### src/rtl/mem_stage.sv
`default_nettype none
// ============================================================================
//  Module   : mem_stage
//  Purpose  : RV32I memory pipeline stage. Holds the EX/MEM register, runs the
//             data-memory handshake, lane-aligns stores, extracts loads and
//             feeds the MEM/WB register.
//  Revision : 1.0 - initial release
// ============================================================================

package rv32i_types;
    typedef struct packed {
        logic [6:0] opcode;
        logic [2:0] funct3;
        logic       mem_read;
        logic       mem_write;
        logic       load_regfile;
    } rv32i_control_word;
endpackage

module mem_stage
    import rv32i_types::*;
(
    input  logic              clk,
    input  logic              rst,
    input  logic              ex_valid,
    input  logic [31:0]       ex_alu_out,
    input  logic [31:0]       ex_rs2_out,
    input  rv32i_control_word ex_ctrl,
    input  logic [4:0]        ex_rd,
    input  logic [31:0]       ex_u_imm,
    output logic              stall,
    output logic              dmem_read,
    output logic              dmem_write,
    output logic [31:0]       dmem_address,
    output logic [31:0]       dmem_wdata,
    output logic [3:0]        dmem_mbe,
    input  logic [31:0]       dmem_rdata,
    input  logic              dmem_resp,
    output logic              wb_valid,
    output logic [31:0]       wb_alu_out,
    output logic [31:0]       wb_mem_rdata,
    output rv32i_control_word wb_ctrl,
    output logic [4:0]        wb_rd,
    output logic [31:0]       wb_u_imm
);

    localparam logic [2:0] c_F3_B  = 3'b000;
    localparam logic [2:0] c_F3_H  = 3'b001;
    localparam logic [2:0] c_F3_W  = 3'b010;
    localparam logic [2:0] c_F3_BU = 3'b100;
    localparam logic [2:0] c_F3_HU = 3'b101;

    typedef enum logic [0:0] {
        ST_IDLE   = 1'b0,
        ST_ACCESS = 1'b1
    } state_t;

    state_t            r_state;
    state_t            w_state_next;

    logic              r_valid;
    logic [31:0]       r_alu;
    logic [31:0]       r_rs2;
    rv32i_control_word r_ctrl;
    logic [4:0]        r_rd;
    logic [31:0]       r_u_imm;

    logic              w_in_access;
    logic              w_ex_mem_op;
    logic [1:0]        w_lane;
    logic [7:0]        w_byte;
    logic [15:0]       w_half;
    logic [31:0]       w_load_data;

    assign w_in_access  = (r_state == ST_ACCESS);
    assign w_ex_mem_op  = ex_valid && (ex_ctrl.mem_read || ex_ctrl.mem_write);
    assign w_lane       = r_alu[1:0];
    assign stall        = w_in_access && !dmem_resp;
    assign dmem_address = {r_alu[31:2], 2'b00};

    // State register; reset abandons any outstanding request.
    always_ff @(posedge clk) begin
        if (!rst) r_state <= ST_IDLE;
        else      r_state <= w_state_next;
    end

    // Next state and request strobes. A bubble never counts as a memory op,
    // so it can never start an access.
    always_comb begin
        w_state_next = r_state;
        dmem_read    = 1'b0;
        dmem_write   = 1'b0;
        if (!stall)
            w_state_next = w_ex_mem_op ? ST_ACCESS : ST_IDLE;
        if (w_in_access) begin
            dmem_read  = r_ctrl.mem_read;
            dmem_write = r_ctrl.mem_write;
        end
    end

    // Store lane alignment and byte enables; both come from the held entry so
    // they remain stable for the whole access.
    always_comb begin
        dmem_mbe   = 4'b0000;
        dmem_wdata = 32'h0;
        if (w_in_access) begin
            dmem_mbe = 4'b1111;
            if (r_ctrl.mem_write) begin
                case (r_ctrl.funct3)
                    c_F3_B: begin
                        dmem_mbe   = 4'b0001 << w_lane;
                        dmem_wdata = {24'h0, r_rs2[7:0]} << {w_lane, 3'b000};
                    end
                    c_F3_H: begin
                        dmem_mbe   = 4'b0011 << {w_lane[1], 1'b0};
                        dmem_wdata = {16'h0, r_rs2[15:0]} << {w_lane[1], 4'b0000};
                    end
                    default: begin
                        dmem_mbe   = 4'b1111;
                        dmem_wdata = r_rs2;
                    end
                endcase
            end
        end
    end

    // Load extraction; misaligned offsets simply select the truncated lane.
    always_comb begin
        case (w_lane)
            2'd0:    w_byte = dmem_rdata[7:0];
            2'd1:    w_byte = dmem_rdata[15:8];
            2'd2:    w_byte = dmem_rdata[23:16];
            default: w_byte = dmem_rdata[31:24];
        endcase
        w_half = w_lane[1] ? dmem_rdata[31:16] : dmem_rdata[15:0];
        case (r_ctrl.funct3)
            c_F3_B:  w_load_data = {{24{w_byte[7]}}, w_byte};
            c_F3_BU: w_load_data = {24'h0, w_byte};
            c_F3_H:  w_load_data = {{16{w_half[15]}}, w_half};
            c_F3_HU: w_load_data = {16'h0, w_half};
            c_F3_W:  w_load_data = dmem_rdata;
            default: w_load_data = dmem_rdata;
        endcase
    end

    // EX/MEM register: captures the EX result whenever the stage is not held.
    always_ff @(posedge clk) begin
        if (!rst) begin
            r_valid <= 1'b0;
            r_alu   <= 32'h0;
            r_rs2   <= 32'h0;
            r_ctrl  <= '0;
            r_rd    <= 5'd0;
            r_u_imm <= 32'h0;
        end else if (!stall) begin
            r_valid <= ex_valid;
            r_alu   <= ex_alu_out;
            r_rs2   <= ex_rs2_out;
            r_ctrl  <= ex_ctrl;
            r_rd    <= ex_rd;
            r_u_imm <= ex_u_imm;
        end
    end

    // MEM/WB register: retires the entry when the stage is free, else a bubble.
    always_ff @(posedge clk) begin
        if (!rst) begin
            wb_valid     <= 1'b0;
            wb_alu_out   <= 32'h0;
            wb_mem_rdata <= 32'h0;
            wb_ctrl      <= '0;
            wb_rd        <= 5'd0;
            wb_u_imm     <= 32'h0;
        end else if (!stall) begin
            wb_valid     <= r_valid;
            wb_alu_out   <= r_alu;
            wb_mem_rdata <= (r_valid && r_ctrl.mem_read) ? w_load_data : 32'h0;
            wb_ctrl      <= r_ctrl;
            wb_rd        <= r_rd;
            wb_u_imm     <= r_u_imm;
        end else begin
            wb_valid     <= 1'b0;
        end
    end

endmodule
`default_nettype wire

### config.mk
export PLATFORM = sky130hd
export DESIGN_NAME = mem_stage
export DESIGN_NICKNAME = d
export VERILOG_FILES = /design/src/rtl/mem_stage.sv
export SDC_FILE = /design/constraint.sdc
export NUM_CORES = 1
export LEC_CHECK = 0
export CAP_MARGIN = 30
export CORE_UTILIZATION = 30
export DETAILED_ROUTE_END_ITERATION = 12
export SKIP_CTS_REPAIR_TIMING = 1
export SLEW_MARGIN = 20
export SYNTH_ARGS = -nofsm -noshare
export SYNTH_HDL_FRONTEND = slang
export SYNTH_SLANG_ARGS = --single-unit
### constraint.sdc
create_clock -name clk -period 4.2 [get_ports clk]
set_clock_uncertainty 0.1 [all_clocks]
set_input_delay 0.42 -clock clk [delete_from_list [all_inputs] [get_ports clk]]
set_output_delay 0.42 -clock clk [all_outputs]
set_load 0.02 [all_outputs]
== Word-level counts from Yosys, hierarchy flattened ==
Cells that the tools add are included.

* Register bits: 231
* Input bits: 150
* Output and inout bits: 186
* Word-level logic and storage cells: 52

* Equal/unequal tests: 5
* Muxes and demuxes: 13
* Shift-type cells: 4
* Bitwise operators: 1
* Reduce and logical (&&, ||, !) cells: 8

{| class="wikitable"
|+ Operators with widths
! operator !! count
|-
| $pmux W32 S4 || 1
|-
| $mux W32 || 3
|-
| $pmux W32 S2 || 1
|-
| $shl A16 B5 Y32 || 1
|-
| $shl A8 B5 Y32 || 1
|-
| $pmux W8 S3 || 1
|-
| $mux W16 || 1
|-
| $mux W4 || 2
|-
| $pmux W4 S2 || 1
|-
| $eq A3 B3 Y1 const B || 2
|-
| $shl A1 B2 Y4 const A || 1
|-
| $shl A2 B2 Y4 const A || 1
|-
| $eq A3 B1 Y1 const B || 1
|-
| $logic_and A1 B1 Y1 || 3
|-
| $logic_not A3 Y1 || 1
|-
| $mux W1 || 3
|-
| $eq A2 B1 Y1 const B || 1
|-
| $eq A2 B2 Y1 const B || 1
|-
| $logic_not A2 Y1 || 1
|-
| $reduce_or A2 Y1 || 1
|-
| $logic_not A1 Y1 || 1
|-
| $logic_or A1 B1 Y1 || 1
|-
| $not A1 Y1 || 1
|}

== Logic depth before layout (Yosys ltp) ==
Gate-level depths: netlist of run 1.

* Depth after elaboration: 4
* Mapped depth: 7
* Depth with buffers taken out: 5

== Worst setup path before layout of run 1 ==
No wires, ideal clock.

* Kind: reg2out
* Start point: register r_ctrl[4] (netlist name)
* End point: output dmem_wdata[10]
* Required time: 3.680 ns
* Buffers on the path: 2
* Slack: 2.085 ns
* Stages on the path, launching flop included: 7
* Data arrival time: 1.595 ns
* Cells stage by stage: dfxtp_1 buf_2 or2_4 buf_2 nor3_2 a22oi_1 nor2_1

* Word-level cells in the longest chain between the ends: 4
* Elaborated cells on any way between the ends: 5
* Those cells by class: eq/ne (1); mux (3); reduce/logical (1)

{| class="wikitable"
|+ Ends and longest elaborated chain
! element !! RTL line !! source
|-
| from (decl) || 64 || <nowiki>rv32i_control_word r_ctrl;</nowiki>
|-
| from (signal assigned) || 159 || <nowiki>r_ctrl <= ex_ctrl;</nowiki>
|-
| $eq A3 B1 Y1 / $logic_not A3 Y1 (equally long branches) || 109 || <nowiki>case (r_ctrl.funct3)</nowiki>
|-
| $pmux W32 S2 * || 109 ||
|-
| $mux W32 * || 108 || <nowiki>if (r_ctrl.mem_write) begin</nowiki>
|-
| $mux W32 * || 106 || <nowiki>if (w_in_access) begin</nowiki>
|-
| to (decl) || 35 || <nowiki>output logic [31:0] dmem_wdata,</nowiki>
|}

Every way passes the cells marked *; elsewhere a longest branch is shown, timed or not.

== Worst setup path after layout of run 1 ==
* Start point: register r_alu[0]
* End point: output dmem_wdata[30]

* Word-level cells in the longest chain between the ends: 4

{| class="wikitable"
|+ Ends and longest elaborated chain
! element !! RTL line !! source
|-
| from (decl) || 62 || <nowiki>logic [31:0] r_alu;</nowiki>
|-
| from (signal assigned) || 157 || <nowiki>r_alu <= ex_alu_out;</nowiki>
|-
| $shl A8 B5 Y32 || 112 || <nowiki>dmem_wdata = {24'h0, r_rs2[7:0]} << {w_lane, 3'b000};</nowiki>
|-
| $pmux W32 S2 || 109 ||
|-
| $mux W32 || 108 ||
|-
| $mux W32 || 106 ||
|}

No other way between the ends.

==> results of run 1 <==
==> kinds of logic after synthesis <==
logic type / share of synthesized area
and+or+nand+nor: 0.198
other: 0.000391
muxes: 0.0202
DFF: 0.482
buffers and inverters: 0.0701
AOI/OAI and AO/OA: 0.229
==> synthesized netlist by cell type (all sizes together), types with 8 or more instances <==
cell type / instances
a21boi: 198
a21o: 14
a221o: 17
a221oi: 9
a222oi: 8
a22oi: 16
and2: 11
buf: 62
clkbuf: 59
dfxtp: 231
inv: 13
mux2: 10
nand2: 409
nor2: 33
nor3: 9
==> report_power, final <==
group          switching (W)  internal [W]
clock network       0.000929       0.00133
registers          0.0000766       0.00231
logic               0.000342      0.000347
==> critical path, delay by kind of cell (launching register included) <==
family	cells	cell delay [ns]
AO/OA/AOI/OAI	1	0.27
AND/OR/NAND/NOR	3	1.24
flip-flops	1	0.57
buffers and inverters	1	0.63
==> state kept, by name, indices dropped and copies added, names as in the netlist, 5 cells and up <==
name,cells
wb_mem_rdata,32
wb_u_imm,32
r_rd,5
wb_rd,5
wb_ctrl,13
r_ctrl,13
wb_alu_out,32
r_rs2,32
r_alu,32
r_u_imm,32
==> worst max-delay path by stage <==
stage	from	slack, ns	endpoint
floorplan	r_ctrl[4]$_SDFFE_PN0N_	2.08	dmem_wdata[10]
global placement	r_alu[0]$_SDFFE_PN0N_	1.07	dmem_wdata[30]
detailed placement	r_alu[0]$_SDFFE_PN0N_	1.08	dmem_wdata[30]
CTS	r_alu[0]$_SDFFE_PN0N_	0.50	dmem_wdata[30]
global route	r_alu[0]$_SDFFE_PN0N_	0.36	dmem_wdata[30]
finish	r_alu[0]$_SDFFE_PN0N_	0.45	dmem_wdata[30]
==> layer usage <==
layer / share of wire / vias to the layer above / wire length [microns] / track usage
li1: - / 4271 / - / -
met1: 0.44 / 3991 / 12900 / 0.218
met2: 0.44 / 290 / 12800 / 0.274
met3: 0.094 / 44 / 2720 / 0.0623
met4: 0.023 / 0 / 669 / 0.0393
met5: 0 / - / 0 / 0
==> placed cells by master, fill, tap and decap left out, types with 14 or more instances in the layout <==
master           Yosys  layout
a21boi_0           198     198
buf_4               36      14
clkbuf_16            0      27
a21o_1              14      14
clkdlybuf4s50_1      0     332
a22oi_1             16      16
nor2_1              33      33
nand2_1            408     408
a221o_1             17      17
dfxtp_1            231     231
==> per-stage QoR <==
step | area, sq um | total power (W) | hold WS (ns) | instances
3_5_place_dp | 12900 | 0.00312 | 0.341 | 1770
3_3_place_gp | 12900 | 0.00312 | 0.334 | 1770
4_1_cts | 13800 | 0.00543 | 0.130 | 1817
5_1_grt | 13800 | 0.00558 | 0.134 | 1817
2_1_floorplan | 9590 | 0.00279 | 0.340 | 1143
6_report | 13800 | 0.00533 | 0.153 | 1817
==> area by class of cell <==
cell class,instances,area (sq um),share of cell area
inverters,13,53.8,0.00391
flip-flops and latches,231,4620,0.336
clock buffers,40,774,0.0563
clock inverters,7,72.6,0.00527
repair buffers,346,3430,0.249
well taps,402,503,0.0366
multi-input cells,778,4300,0.313
==> run metrics, run 1 <==
status completed; ys async rst share 0; Synth Cell Area 9590 sq um; hold path cells 2; Final Cycle Share 0.893; maximum VDD drop around 0.00027 V; maximum fanout along the worst path 16; Routed WL per cell 16.0 microns; Startpoint Class register; clk sink count 231; CTS H-tree depth 1; vias in the first global route 8105; initial antenna violation count 0; TritonCTS clock tree yes; max_slew headroom 0.401; final wirelength about 29000 microns; Yosys reg bits 231; Ports 336; setup TNS 0 ns; clk_lat worst skew 0.53 ns; Hold Crit Class in2reg; Via Count 8596; depth of the worst register-to-register path 5; Synth Flop Type dfxtp_1; largest net degree at the start of global routing approximately 100; Yosys top cell by area dfxtp_1; Max-cap violations 0; core area 31500 sq um; Via-to-Cell Ratio approximately 4.7; ANT nets after route 0; drc violations 0; fin worst setup slack 0.450 ns; row count 65; P&R area growth vs syn 43.5%; Net count, final ~1500; final setup fails 0; Max Freq between 200 and 300 MHz; Die Area 32700 sq um; Pwr Density 388 nW/um^2; hold path startpoint rst; clk slew on worst S/H paths 0.06 ns; DR iter-0 viols 545; Crit Path Class reg2out; Root Buffer clkbuf_16; ant diodes 0; post-synthesis cell count 1142; Area contributors post-synth dfxtp_1, nand2_1, a21boi_0; critical path, cell by cell nand2b_1, nor3_2, a222oi_1, nor2_1, clkdlybuf4s50_1; Hold Violations, Final 0; Synth Warn # 0; initial cell density of the core 0.305; Yosys top cell area share 0.482; crit path capture type output pin; Die X between 150 and 200 microns; GRT overflow 0; clock tree buffer depth 3; cts bufs inserted 27; RSZ-0062 raised after global routing false; RR Startpoint r_state$_SDFFE_PN0N_; max-slew violations 0; Filler Cell Count between 3000 and 4000; WP data arrival 3.23 ns; sequential-to-total area share from yosys stat 0.482; CP max-delay cell clkdlybuf4s50_1; Detailed Place HPWL 19500 microns; first-pass GRT wire length 45700 microns; Leak 5.30 nW; GRT Total Usage 0.171; DP Worst Slack 1.08 ns; final core occ 0.437; number of distinct library cells after synthesis 42; die height 181 microns; Least-Margin Pin Slew between 0.8 and 0.9 ns; layout cells sized above 1 0.0516; Hold Path Sink r_rs2[25]$_SDFFE_PN0N_; final critical-path required period roughly 3.8 ns; r2r endpoint r_rs2[28]$_SDFFE_PN0N_; number of synthesized flops with an enable pin 0; IO Port Bufs 333; drt pass-1 iters 5; GP Congestion about 0.88; FF-to-FF setup slack 1.65 ns; CP max stage delay 0.63 ns; Syn Area/Cell ~8.4 sq um; Worst Path Required 3.68 ns
Power figures use the tool's default switching activity.
==> run 2, diff against run 1 <==
Settings changed: ABC_AREA from default to 1, MAX_ROUTING_LAYER from default to met4.
==> run metrics, run 2 <==
clock network fraction of total power 0.410; max_slew headroom 0.447; core area 30700 sq um; Pint 0.00408 W; largest net degree at the start of global routing 155; RSZ-0062 raised after global routing false; final core occ 0.441; vias in the first global route 8447; setup TNS 0 ns; Die X ~180 microns; Least-Margin Pin Slew between 0.8 and 0.9 ns; final setup fails 0; maximum VDD drop approximately 0.0003 V; Yosys top cell by area dfxtp_1; Synth Cell Area ~9400 sq um; status completed; Max-cap violations 0; commonest non-fill, non-tap cell in the layout nor2_1; DR iter-0 viols 497; Yosys reg bits 231; Via-to-Cell Ratio 4.70; IO Port Bufs approximately 330; clk slew on worst S/H paths around 0.060 ns; Synth Warn # 0; GP Congestion between 0.9 and 1; top-count cell post-synth nor2_1; Die Area 32000 sq um; number of distinct library cells after synthesis 30; Reg area 4620 sq um; Net count, final 1691; max-slew violations 0; layout cells sized above 1 0.0456; Detailed Place HPWL 20900 microns; Startpoint Class register; GRT overflow 0; TritonCTS clock tree yes; met2 track demand over resource 0.293; most frequent cells in the layout nor2_1, clkdlybuf4s50_1, dfxtp_1, o21ai_0, nand2_1; drt pass-1 iters 5; final std cells w/o fill 1955; crit path capture type output pin; Worst Path Required about 3.7 ns; Syn Area/Cell 7.27 sq um; clk_lat worst skew 0.53 ns; row count 64; Ports 336; Filler Cell Count 3104; initial antenna violation count 1; Area contributors post-synth dfxtp_1, nor2_1, o21ai_0; Pwr Density 410 nW/um^2; busiest grt layer met2; clk sink count 231; final wirelength 30400 microns; first-pass GRT wire length 45900 microns; placed insts 1908; Final Cycle Share 0.913; final critical-path required period 3.83 ns; Leak roughly 5.2 nW; WP data arrival 3.31 ns; Routed WL per cell 15.6 microns; Placed Area about 13000 sq um; ys async rst share 0; number of synthesized flops with an enable pin 0; GRT Total Usage 0.185; Yosys top cell area share 0.493; Hold Violations, Final 0; CTS H-tree depth 1; Root Buffer clkbuf_16; most instantiated cells after synthesis nor2_1, dfxtp_1, o21ai_0; sequential share of power 0.436; P&R area growth vs syn 44.4%; Via Count 9188; post-synthesis cell count 1289; P_sw 0.00146 W; Combinational Power Share 0.154; met3 usage 0.0405; Hold Crit Class in2reg; Synth Flop Type dfxtp_1; initial cell density of the core 0.306; sequential-to-total area share from yosys stat 0.493; die height 179 microns; WHS 0.289 ns; Crit Path Class reg2out; multi-input logic area 3960 sq um; clock tree buffer depth 3; sw frac 0.264; cts bufs inserted 27; Max Freq 261 MHz; Finished Cell Area 13500 sq um; ANT nets after route 0; grt met1 use 0.234; maximum fanout along the worst path 32; drc violations 0
[run 2: worst paths after layout]
kind / end / cells after the start / slack (ns) / startpoint
setup / recovery: dmem_wdata[21] / 6 / 0.37 / r_ctrl[4]$_SDFFE_PN0N_
hold / removal: r_alu[20]$_SDFFE_PN0N_ / 3 / 0.29 / rst
setup reg to reg: r_valid$_SDFFE_PN0N_ / 5 / 1.84 / r_state$_SDFFE_PN0N_
hold reg to reg: wb_mem_rdata[26]$_SDFFE_PN0N_ / 2 / 0.37 / wb_mem_rdata[26]$_SDFFE_PN0N_
[run 2: power by group through the flow]
stage          Sequential, W  Clock (W)  Combinational (W)
5_1_grt              0.00243    0.00244           0.000937
3_3_place_gp         0.00246          0           0.000846
4_1_cts              0.00241    0.00235           0.000861
2_1_floorplan        0.00250          0           0.000424
6_report             0.00242    0.00228           0.000853
3_5_place_dp         0.00246          0           0.000856
[run 2: per-stage QoR]
step | worst slack [ns] | total power (W)
finish | 0.367 | 0.00555
global route | 0.200 | 0.00581
CTS | 0.412 | 0.00563
detailed placement | 1.01 | 0.00332
global placement | 1.13 | 0.00331
floorplan | 2.24 | 0.00293
[run 2: final cells by class]
class / count / area share
multi-input cells: 898 / 0.293
repair buffers: 342 / 0.253
well taps: 396 / 0.0366
clock inverters: 9 / 0.00767
inverters: 41 / 0.0119
clock buffers: 37 / 0.0557
diodes: 1 / 0.000185
flip-flops and latches: 231 / 0.342
[run 2: critical path, cell delays in order (launching register included)]
cell	delay, ns
dfxtp_1	0.77
inv_2	0.41
nand3_4	0.26
nand2_2	0.33
o21ai_0	0.33
a21oi_1	0.09
clkdlybuf4s50_1	0.56
[run 2: cells by family (layout without fill, tap and decap cells)]
group                  Yosys count  in the layout  synth area share
AND/OR/NAND/NOR                566            566             0.240
AO/OA/AOI/OAI                  330            330             0.181
flip-flops                     231            231             0.493
buffers and inverters          161            429            0.0850
other                            1              3          0.000400
[run 2: per-layer routing]
| metal | up-vias | share of wire |
|---|---|---|
| met4 | 0 | 0.030 |
| met2 | 269 | 0.47 |
| met3 | 50 | 0.065 |
| met5 | - | 0 |
| met1 | 4246 | 0.44 |
| li1 | 4623 | - |
==> run 3, diff against run 2 <==
Settings changed: CORE_UTILIZATION 30 to 49, PLACE_DENSITY from default to 0.86.
==> run metrics, run 3 (synthesized netlist as in run 2, its figures left out) <==
status completed; Via Count 9317; Via-to-Cell Ratio around 5.2; Die X 140 microns; Detailed Place HPWL 18800 microns; FF-to-FF setup slack 2.02 ns; Placed Area 12500 sq um; r2r endpoint r_valid$_SDFFE_PN0N_; depth of the worst register-to-register path 5; first-pass GRT wire length 44900 microns; crit path capture type output pin; maximum VDD drop 0.000296 V; Die Area 19700 sq um; GP Congestion between 0.9 and 1; Filler Cell Count 1519; row count 50; clk_lat worst skew 0.51 ns; max_slew headroom 0.412; most frequent cells in the layout nor2_1, clkdlybuf4s50_1, dfxtp_1, o21ai_0, nand2_1; ANT nets after route 0; Startpoint Class register; CTS H-tree depth 1; WP data arrival 3.17 ns; drc violations 0; clk slew on worst S/H paths 0.06 ns; GRT overflow 0; Ports ~340; Final Cycle Share 0.880; Crit Path Class reg2out; clk sink count about 230; IO Port Bufs 333; Finished Cell Area 13200 sq um; Reg area 4620 sq um; cts bufs inserted 24; Pwr Density 402 nW/um^2; clock tree buffer depth 3; hold path cells 3; final wirelength 28300 microns; initial antenna violation count 2; Least-Margin Pin Slew 0.881 ns; GRT Total Usage 0.289; hold path startpoint rst; Hold Path Sink r_alu[4]$_SDFFE_PN0N_; Worst Path Required 3.68 ns; P&R area growth vs syn 41.2%; WHS 0.325 ns; drt pass-1 iters 5; Net count, final 1685; Max Freq 271 MHz; Hold Crit Class in2reg; Hold Violations, Final 0; layout cells sized above 1 0.0406; multi-input logic area around 4000 sq um; RSZ-0062 raised after global routing false; final setup fails 0; DR iter-0 viols 696; final critical-path required period 3.69 ns; largest net degree at the start of global routing approximately 150; commonest non-fill, non-tap cell in the layout nor2_1; Routed WL per cell 15.8 microns; die height 140 microns; core area around 19000 sq um; initial cell density of the core 0.501; maximum fanout along the worst path 21; Root Buffer clkbuf_16; Max-cap violations 0; Leak 5.18 nW; max-slew violations 0; vias in the first global route 8829; RR Startpoint r_state$_SDFFE_PN0N_; setup TNS 0 ns; TritonCTS clock tree yes
## run 3: cell types whose count changed in the layout (fill, tap and decap cells not counted)
cell / delta
bufinv_16: -1
buf_12: +2
clkbuf_8: +1
buf_4: -5
clkinv_8: +1
inv_6: -1
diode_2: +1
clkbuf_16: -3
clkinvlp_4: -2
clkbuf_1: +1
## run 3: stage by stage
stage	utilization	power, W	worst slack (ns)	std cells
floorplan	-	0.00293	2.24	1290
global placement	0.664	0.00328	1.14	1741
detailed placement	0.666	0.00330	1.11	1742
CTS	0.707	0.00536	0.543	1784
global route	0.708	0.00555	0.331	1787
finish	0.708	0.00533	0.506	1787
## run 3: routing by layer
metal	GRT usage	vias to the layer above	wire, microns
met4	0.151	0	1380
met5	-	-	0
met3	0.0663	95	2150
li1	-	4629	-
met1	0.339	4236	11600
met2	0.464	357	13200
## run 3: worst max path at each step
stage | start | to | slack, ns | cells after the start
detailed placement | r_ctrl[4]$_SDFFE_PN0N_ | dmem_wdata[2] | 1.11 | 7
CTS | r_alu[1]$_SDFFE_PN0N_ | dmem_wdata[15] | 0.54 | 6
floorplan | r_ctrl[4]$_SDFFE_PN0N_ | dmem_wdata[0] | 2.24 | 7
global route | r_ctrl[4]$_SDFFE_PN0N_ | dmem_wdata[19] | 0.33 | 6
finish | r_alu[1]$_SDFFE_PN0N_ | dmem_wdata[11] | 0.51 | 6
global placement | r_alu[1]$_SDFFE_PN0N_ | dmem_wdata[15] | 1.14 | 6
## run 3: worst max-delay path: stages, from the launching register on
cell and delay [ns]:
dfxtp_1 0.43, inv_1 0.57, nand2_1 0.16, nor2_1 0.53, a22oi_1 0.18, nor2_1 0.14
clkdlybuf4s50_1 0.64
## run 3: cell type report
cell class | instances | share of cell area
diodes | 2 | 0.000378
clock buffers | 36 | 0.0525
clock inverters | 6 | 0.00501
inverters | 41 | 0.0122
multi-input cells | 898 | 0.299
flip-flops and latches | 231 | 0.349
well taps | 234 | 0.0221
repair buffers | 339 | 0.259
## run 3: where the power goes
part,internal [W],total (W),switching (W)
clock network,0.00120,0.00205,0.000852
logic,0.000390,0.000855,0.000465
registers,0.00233,0.00242,0.0000879
total,0.00392,0.00533,0.00141
